**src/rtl/weight_stream_ctrl_if.sv**
```systemverilog
// Valid/ready weight stream from the weight sequencer to the neuron MAC.
// The master drives valid/data/last and the slave drives ready.
interface weight_stream_ctrl_if #(
    parameter int DATA_W = 16
);
    logic              w_valid;
    logic              w_ready;
    logic [DATA_W-1:0] w_data;
    logic              w_last;

    modport master (
        output w_valid,
        output w_data,
        output w_last,
        input  w_ready
    );

    modport slave (
        input  w_valid,
        input  w_data,
        input  w_last,
        output w_ready
    );
endinterface

```
**src/rtl/weight_stream_ctrl.sv**
```systemverilog
// Reads one neuron's weight ROM in address order and streams the words through a 2-entry FIFO.
// Optional WSC_BASE_OFFSET_EN adds base_addr_i, latched at start, added to every read address.
module weight_stream_ctrl #(
    parameter int NUM_WEIGHTS = 784,
    parameter int ADDR_W      = 10,
    parameter int DATA_W      = 16
) (
    input  logic                clk,
    input  logic                rst,
    input  logic                start_i,
    output logic                busy_o,
    output logic                done_o,
    output logic                mem_ren_o,
    output logic [ADDR_W:0]     mem_raddr_o,
    input  logic [DATA_W-1:0]   mem_rdata_i,
`ifdef WSC_BASE_OFFSET_EN
    input  logic [ADDR_W:0]     base_addr_i,
`endif
    weight_stream_ctrl_if.master w_if
);

    localparam logic [ADDR_W:0] LAST_IDX = (ADDR_W+1)'(NUM_WEIGHTS - 1);
    localparam logic [ADDR_W:0] IDX_ONE  = (ADDR_W+1)'(1);

    typedef enum logic [1:0] {
        S_IDLE  = 2'd0,
        S_FETCH = 2'd1,
        S_DRAIN = 2'd2
    } state_e;

    state_e              state_q;
    logic                busy_q;
    logic                done_q;
    logic [ADDR_W:0]     idx_q;
    logic [ADDR_W:0]     raddr_q;
    logic                inflight_q;
    logic                inflight_last_q;
`ifdef WSC_BASE_OFFSET_EN
    logic [ADDR_W:0]     base_q;
`endif

    // FIFO: entry 0 is the head presented on the stream, entry 1 is behind it.
    logic                v0_q;
    logic                v1_q;
    logic [DATA_W-1:0]   d0_q;
    logic [DATA_W-1:0]   d1_q;
    logic                l0_q;
    logic                l1_q;

    logic                pop_s;
    logic [1:0]          occ_s;
    logic [2:0]          pending_s;
    logic                issue_s;
    logic                is_last_issue_s;
    logic [ADDR_W:0]     issue_addr_s;

    // Issue decision: words held plus the one in flight, minus the one leaving now, must stay below 2.
    always_comb begin
        pop_s           = v0_q & w_if.w_ready;
        occ_s           = {1'b0, v0_q} + {1'b0, v1_q};
        pending_s       = {1'b0, occ_s} + {2'b00, inflight_q} - {2'b00, pop_s};
        is_last_issue_s = (idx_q == LAST_IDX);
`ifdef WSC_BASE_OFFSET_EN
        issue_addr_s    = base_q + idx_q;
`else
        issue_addr_s    = idx_q;
`endif
        if (state_q == S_FETCH) begin
            issue_s = (pending_s < 3'd2);
        end else begin
            issue_s = 1'b0;
        end
    end

    // Output drive; the address holds the last issued value between reads.
    always_comb begin
        mem_ren_o   = issue_s;
        busy_o      = busy_q;
        done_o      = done_q;
        w_if.w_valid = v0_q;
        w_if.w_data  = d0_q;
        w_if.w_last  = l0_q;
        if (issue_s) begin
            mem_raddr_o = issue_addr_s;
        end else begin
            mem_raddr_o = raddr_q;
        end
    end

    // Pass sequencer: read index, in-flight tracking and busy/done flags.
    always_ff @(posedge clk) begin
        if (rst) begin
            state_q         <= S_IDLE;
            busy_q          <= 1'b0;
            done_q          <= 1'b0;
            idx_q           <= '0;
            raddr_q         <= '0;
            inflight_q      <= 1'b0;
            inflight_last_q <= 1'b0;
`ifdef WSC_BASE_OFFSET_EN
            base_q          <= '0;
`endif
        end else begin
            done_q          <= 1'b0;
            inflight_q      <= issue_s;
            inflight_last_q <= issue_s & is_last_issue_s;
            if (issue_s) begin
                raddr_q <= issue_addr_s;
                idx_q   <= idx_q + IDX_ONE;
            end
            case (state_q)
                S_IDLE: begin
                    if (start_i) begin
                        state_q <= S_FETCH;
                        busy_q  <= 1'b1;
                        idx_q   <= '0;
`ifdef WSC_BASE_OFFSET_EN
                        base_q  <= base_addr_i;
`endif
                    end
                end
                S_FETCH: begin
                    if (issue_s && is_last_issue_s) begin
                        state_q <= S_DRAIN;
                    end
                end
                S_DRAIN: begin
                    if (pop_s && l0_q) begin
                        state_q <= S_IDLE;
                        busy_q  <= 1'b0;
                        done_q  <= 1'b1;
                    end
                end
                default: begin
                    state_q <= S_IDLE;
                    busy_q  <= 1'b0;
                end
            endcase
        end
    end

    // Two-entry FIFO: push is the ROM return of last cycle's read, pop is the stream handshake.
    always_ff @(posedge clk) begin
        if (rst) begin
            v0_q <= 1'b0;
            v1_q <= 1'b0;
            d0_q <= '0;
            d1_q <= '0;
            l0_q <= 1'b0;
            l1_q <= 1'b0;
        end else begin
            case ({inflight_q, pop_s})
                2'b01: begin
                    v0_q <= v1_q;
                    d0_q <= d1_q;
                    l0_q <= v1_q & l1_q;
                    v1_q <= 1'b0;
                    l1_q <= 1'b0;
                end
                2'b10: begin
                    if (!v0_q) begin
                        v0_q <= 1'b1;
                        d0_q <= mem_rdata_i;
                        l0_q <= inflight_last_q;
                    end else begin
                        v1_q <= 1'b1;
                        d1_q <= mem_rdata_i;
                        l1_q <= inflight_last_q;
                    end
                end
                2'b11: begin
                    if (v1_q) begin
                        d0_q <= d1_q;
                        l0_q <= l1_q;
                        d1_q <= mem_rdata_i;
                        l1_q <= inflight_last_q;
                    end else begin
                        d0_q <= mem_rdata_i;
                        l0_q <= inflight_last_q;
                    end
                end
                default: begin
                    v0_q <= v0_q;
                    v1_q <= v1_q;
                end
            endcase
        end
    end

endmodule

```
**src/flat_wrapper.sv**
```systemverilog
// flat-port wrapper written by rule: the top's interface ports become plain ports
module weight_stream_ctrl_flat 
#(
    parameter int NUM_WEIGHTS = 784,
    parameter int ADDR_W      = 10,
    parameter int DATA_W      = 16
)
  (clk, rst, start_i, busy_o, done_o, mem_ren_o, mem_raddr_o, mem_rdata_i, w_if_w_valid, w_if_w_data, w_if_w_last, w_if_w_ready);
  weight_stream_ctrl_if #(.DATA_W(DATA_W)) w_if_i ();
  input  logic clk;
  input  logic rst;
  input  logic start_i;
  output logic busy_o;
  output logic done_o;
  output logic mem_ren_o;
  output logic [ADDR_W:0] mem_raddr_o;
  input  logic [DATA_W-1:0] mem_rdata_i;
  output wire logic [$bits(w_if_i.w_valid)-1:0] w_if_w_valid;
  output wire logic [$bits(w_if_i.w_data)-1:0] w_if_w_data;
  output wire logic [$bits(w_if_i.w_last)-1:0] w_if_w_last;
  input wire logic [$bits(w_if_i.w_ready)-1:0] w_if_w_ready;
  assign w_if_w_valid = w_if_i.w_valid;
  assign w_if_w_data = w_if_i.w_data;
  assign w_if_w_last = w_if_i.w_last;
  assign w_if_i.w_ready = w_if_w_ready;
  weight_stream_ctrl #(.NUM_WEIGHTS(NUM_WEIGHTS), .ADDR_W(ADDR_W), .DATA_W(DATA_W)) u_core (.clk(clk), .rst(rst), .start_i(start_i), .busy_o(busy_o), .done_o(done_o), .mem_ren_o(mem_ren_o), .mem_raddr_o(mem_raddr_o), .mem_rdata_i(mem_rdata_i), .w_if(w_if_i));
endmodule
```
**config.mk**
```make
export PLATFORM = sky130hd
export DESIGN_NAME = weight_stream_ctrl_flat
export DESIGN_NICKNAME = d
export VERILOG_FILES = /design/src/rtl/weight_stream_ctrl_if.sv /design/src/rtl/weight_stream_ctrl.sv /design/src/flat_wrapper.sv
export SDC_FILE = /design/constraint.sdc
export NUM_CORES = 1
export LEC_CHECK = 0
export ABC_AREA = 1
export CORE_MARGIN = 4
export CORE_UTILIZATION = 35
export DETAILED_ROUTE_END_ITERATION = 10
export DONT_BUFFER_PORTS = 1
export SLEW_MARGIN = 20
export SYNTH_ARGS = -nofsm -noshare
export SYNTH_HDL_FRONTEND = slang
export SYNTH_SLANG_ARGS = --single-unit
export TNS_END_PERCENT = 5
```
**constraint.sdc**
```tcl
create_clock -name clk -period 3.09 [get_ports clk]
set_input_delay 0.618 -clock clk [delete_from_list [all_inputs] [get_ports clk]]
set_output_delay 0.618 -clock clk [all_outputs]
set_load 0.01 [all_outputs]
```
==> implementation parameters <==
Parameter                              Value

Clock network
  Number of buffers created by CTS    9
  Clock Path Buffers    2
  CTS tree    yes
  Root buffer cell    clkbuf_8
  # clock sinks    64
  Clock-pin slew on the worst setup and hold paths    80 ps
  Latest clock arrival within the worst-skew pair    340 ps
  H-tree Lvls    3

Worst setup path
  Library cell contributing the largest single delay on the critical path    dfxtp_2
  Critical path, cell by cell    inv_1, ha_1, ha_1, nand2_2, nand2_2, nand2_2, nand3_4, inv_8, nand2_1, nand2_1
  Worst reg-to-reg setup slack    670 ps
  Required time at the worst-slack endpoint    2470 ps
  Max FO, Critical Path    19
  Critical Setup Path Class    flip-flop to primary output
  Most prevalent standard cell on the critical path    nand2_2
  Reg-to-Reg Start    u_core.inflight_q
  Element type at the critical path start    flip-flop
  Crit path from    u_core.inflight_q
  Endpoint class of the critical path    primary output
  Critical path arrival    2290 ps
  Combined buffer and inverter count along the critical path    2
  Highest cell delay on the worst timing path    350 ps
  Largest delay contributor family on the critical path    simple AND/OR/NAND/NOR gates

Logic synthesis
  Number of instances in the synthesized netlist    414
  Post-synthesis adder-cell area fraction    0.0239
  Number of distinct library cells after synthesis    35
  EDFF count, synth    0
  Synthesized area    3140 um2
  Simple-Gate Fraction of Synth Area    0.227
  Largest cells by area after synthesis    dfxtp_1 (41%), inv_1 (9.1%), nand2_1 (7.4%), a21oi_1 (5.9%), nor2_1 (5.3%)
  Async set-reset flop share out of synthesis    0
  Synthesis warning total    0
  Share of Yosys cell area claimed by the top area cell type    0.408
  Most used DFF post-synth    dfxtp_1
  Synthesized net count    440
  Syn Area/Cell    7.58 um2
  Area leader, netlist    dfxtp_1
  Post-synthesis register bit count    64
  Fraction of synthesized area in multiplexers    0
  Xor and xnor area share after synthesis    0.0112
  Combinational family with the most area after synthesis    simple AND/OR/NAND/NOR gates
  Share of synthesized area occupied by flip-flops and latches    0.408
  Area fraction in compound gates after synthesis    0.186

Power and ir drop
  Leakage power summed over all cells    0.00150 uW
  Power per Cell Area    601 nW/um2
  Largest voltage drop on the vdd net    0.270 mV

STA
  Setup repair after global routing missed its margin    true
  Worst slew margin relative to its limit    0.590
  Clock tree skew after final layout    8.44 ps
  Count of endpoints failing hold in the final timing report    0
  Period utilisation layout    0.942
  Number of max-slew violations in the final report    0
  Fin worst setup slack    179 ps
  Final Setup Violations    0
  Peak Freq    344 MHz
  Minimum clock period    2910 ps
  Slew at the pin closest to its max-slew limit    613 ps

Place
  Dpl cell area    3170 um2
  Worst setup slack before clock tree synthesis    170 ps
  Placed Instances    511
  Port Buf Inserts    0
  Final weighted congestion in routability-driven placement    0.811
  HPWL after DPL    4660 um

Cells and area
  Area added between synthesis and finish    9.53%
  Finished Cell Area    3440 um2
  Non-filler instance count after layout    529
  Fraction of final layout cells sized beyond drive strength 1    0.131
  Most common cell after layout, fill and taps aside    inv_1
  Number of nets in the layout    442
  Antenna diode count    0
  Commonest cells after routing, fill and taps aside    inv_1 (76), dfxtp_1 (63), nand2_1 (62)

Route
  Via count of the routed design    2623
  Number of optimization iterations in the first detailed-route pass    4
  Via-to-Cell Ratio    4.96
  Per-cell routed wire length    13.2 um
  Detailed router's first-iteration violation count    69
  Post-Route WL    6960 um
  Total DRC errors in the routed layout    0
  Number of nets still failing antenna checks after routing    0

Run
  # Max-Cap Violations    0

Die
  Placeable core region    8720 um2
  Number of cell rows    34
  Die Height    103 um
  Starting density of the core    0.360
  Area of the die    10500 um2
  Die span in x    103 um
  Top Ports    52

Hold path
  Type of the most critical hold path    input pin to flip-flop
  Worst hold start    rst

Global routing
  Antenna violations before repair    0
  Overall fraction of global-route tracks in use    0.140
  Global route overflow    0
  Via count of the first global-routing pass    2559
  Global-route wire length before repair    11700 um
  Largest net degree at the start of global routing    37

Run status
  Outcome    complete, no violations
-- power by group --
part	switching, uW	total, uW	internal [uW]	leakage, uW
logic	203	311	108	0.000862
registers	53.2	947	894	0.000523
clock network	334	806	472	0.000112
total	589	2060	1470	0.00150
-- worst reg2reg max path: cells and delay by family, from the launching register on --
kind                       cells  cell delay, ps
buffers and inverters          3             430
DFF                            1             350
and+or+nand+nor                6             690
xor gates and xnor gates       1             180
adders and majority gates      2             640
-- cell usage after synthesis, types with 2 or more instances --
cell and number:
dfxtp_1 64, nand3_1 26, o221ai_1 16, nor2_1 44, nand2_1 62, nand4_1 4, clkbuf_1 2, nand2_4 2
buf_6 6, a211oi_2 8, ha_1 6, nand2_2 5, o21ai_0 19, nor2_4 2, nand3_2 2, a21oi_1 37
xor2_1 4, buf_4 6, inv_1 76, nor3_1 2, o21ai_1 5, buf_2 3
-- cell families (layout without fill, tap and decap cells) --
| group | after synthesis | count (layout) |
|---|---|---|
| compound gates | 89 | 89 |
| buf+inv | 97 | 103 |
| fa+ha+maj | 6 | 6 |
| simple gates | 154 | 155 |
| xor+xnor | 4 | 4 |
| flops | 64 | 64 |
-- per-stage QoR --
stage | utilization | hold slack [ps] | setup TNS (ps) | total power (uW)
global route | 0.394 | 316 | -2.82 | 2180
floorplan | - | 421 | 0 | 1230
global placement | 0.364 | 441 | 0 | 1260
detailed placement | 0.364 | 445 | 0 | 1270
CTS | 0.390 | 321 | 0 | 2080
finish | 0.394 | 343 | 0 | 2060
-- area by class of cell --
| type | instances | area, um2 |
|---|---|---|
| Tap cell | 108 | 135 |
| Clock buffer | 10 | 138 |
| Sequential cell | 64 | 1280 |
| Clock inverter | 6 | 82.6 |
| Inverter | 79 | 304 |
| Timing Repair Buffer | 8 | 63.8 |
| Multi-Input combinational cell | 254 | 1430 |
| Fill cell | 918 | 5290 |
-- final timing paths --
path,depth (start not counted),to
hold reg to reg,1,u_core.done_o
hold / removal,1,u_core.raddr_q[4]
setup reg to reg,12,u_core.idx_q[4]
setup / recovery,10,mem_raddr_o[5]
-- metal layers --
layer / global-route usage / vias to the layer above / share of wire
met1: 0.158 / 1215 / 0.45
li1: - / 1347 / -
met4: 0.0595 / 0 / 0.014
met2: 0.248 / 52 / 0.50
met3: 0.0386 / 9 / 0.039
met5: 0 / - / 0
-- timing repair --
action,CTS,global route
setup buffers,0,1
resized for setup,2,6
hold buffers,0,0
endpoints found under the setup margin,1,12
pin swaps,0,0
gates cloned,0,1
-- flip-flops by register name, summed over array words and instances (netlist names) --
name	count
u_core.inflight_last_q	1
u_core.w_if.w_valid	1
u_core.state_q	2
u_core.idx_q	11
u_core.raddr_q	11
u_core.l1_q	1
u_core.v1_q	1
u_core.d1_q	16
u_core.w_if.w_last	1
u_core.done_o	1
u_core.busy_o	1
u_core.w_if.w_data	16
u_core.inflight_q	1
(Power assumes the default switching activity.)
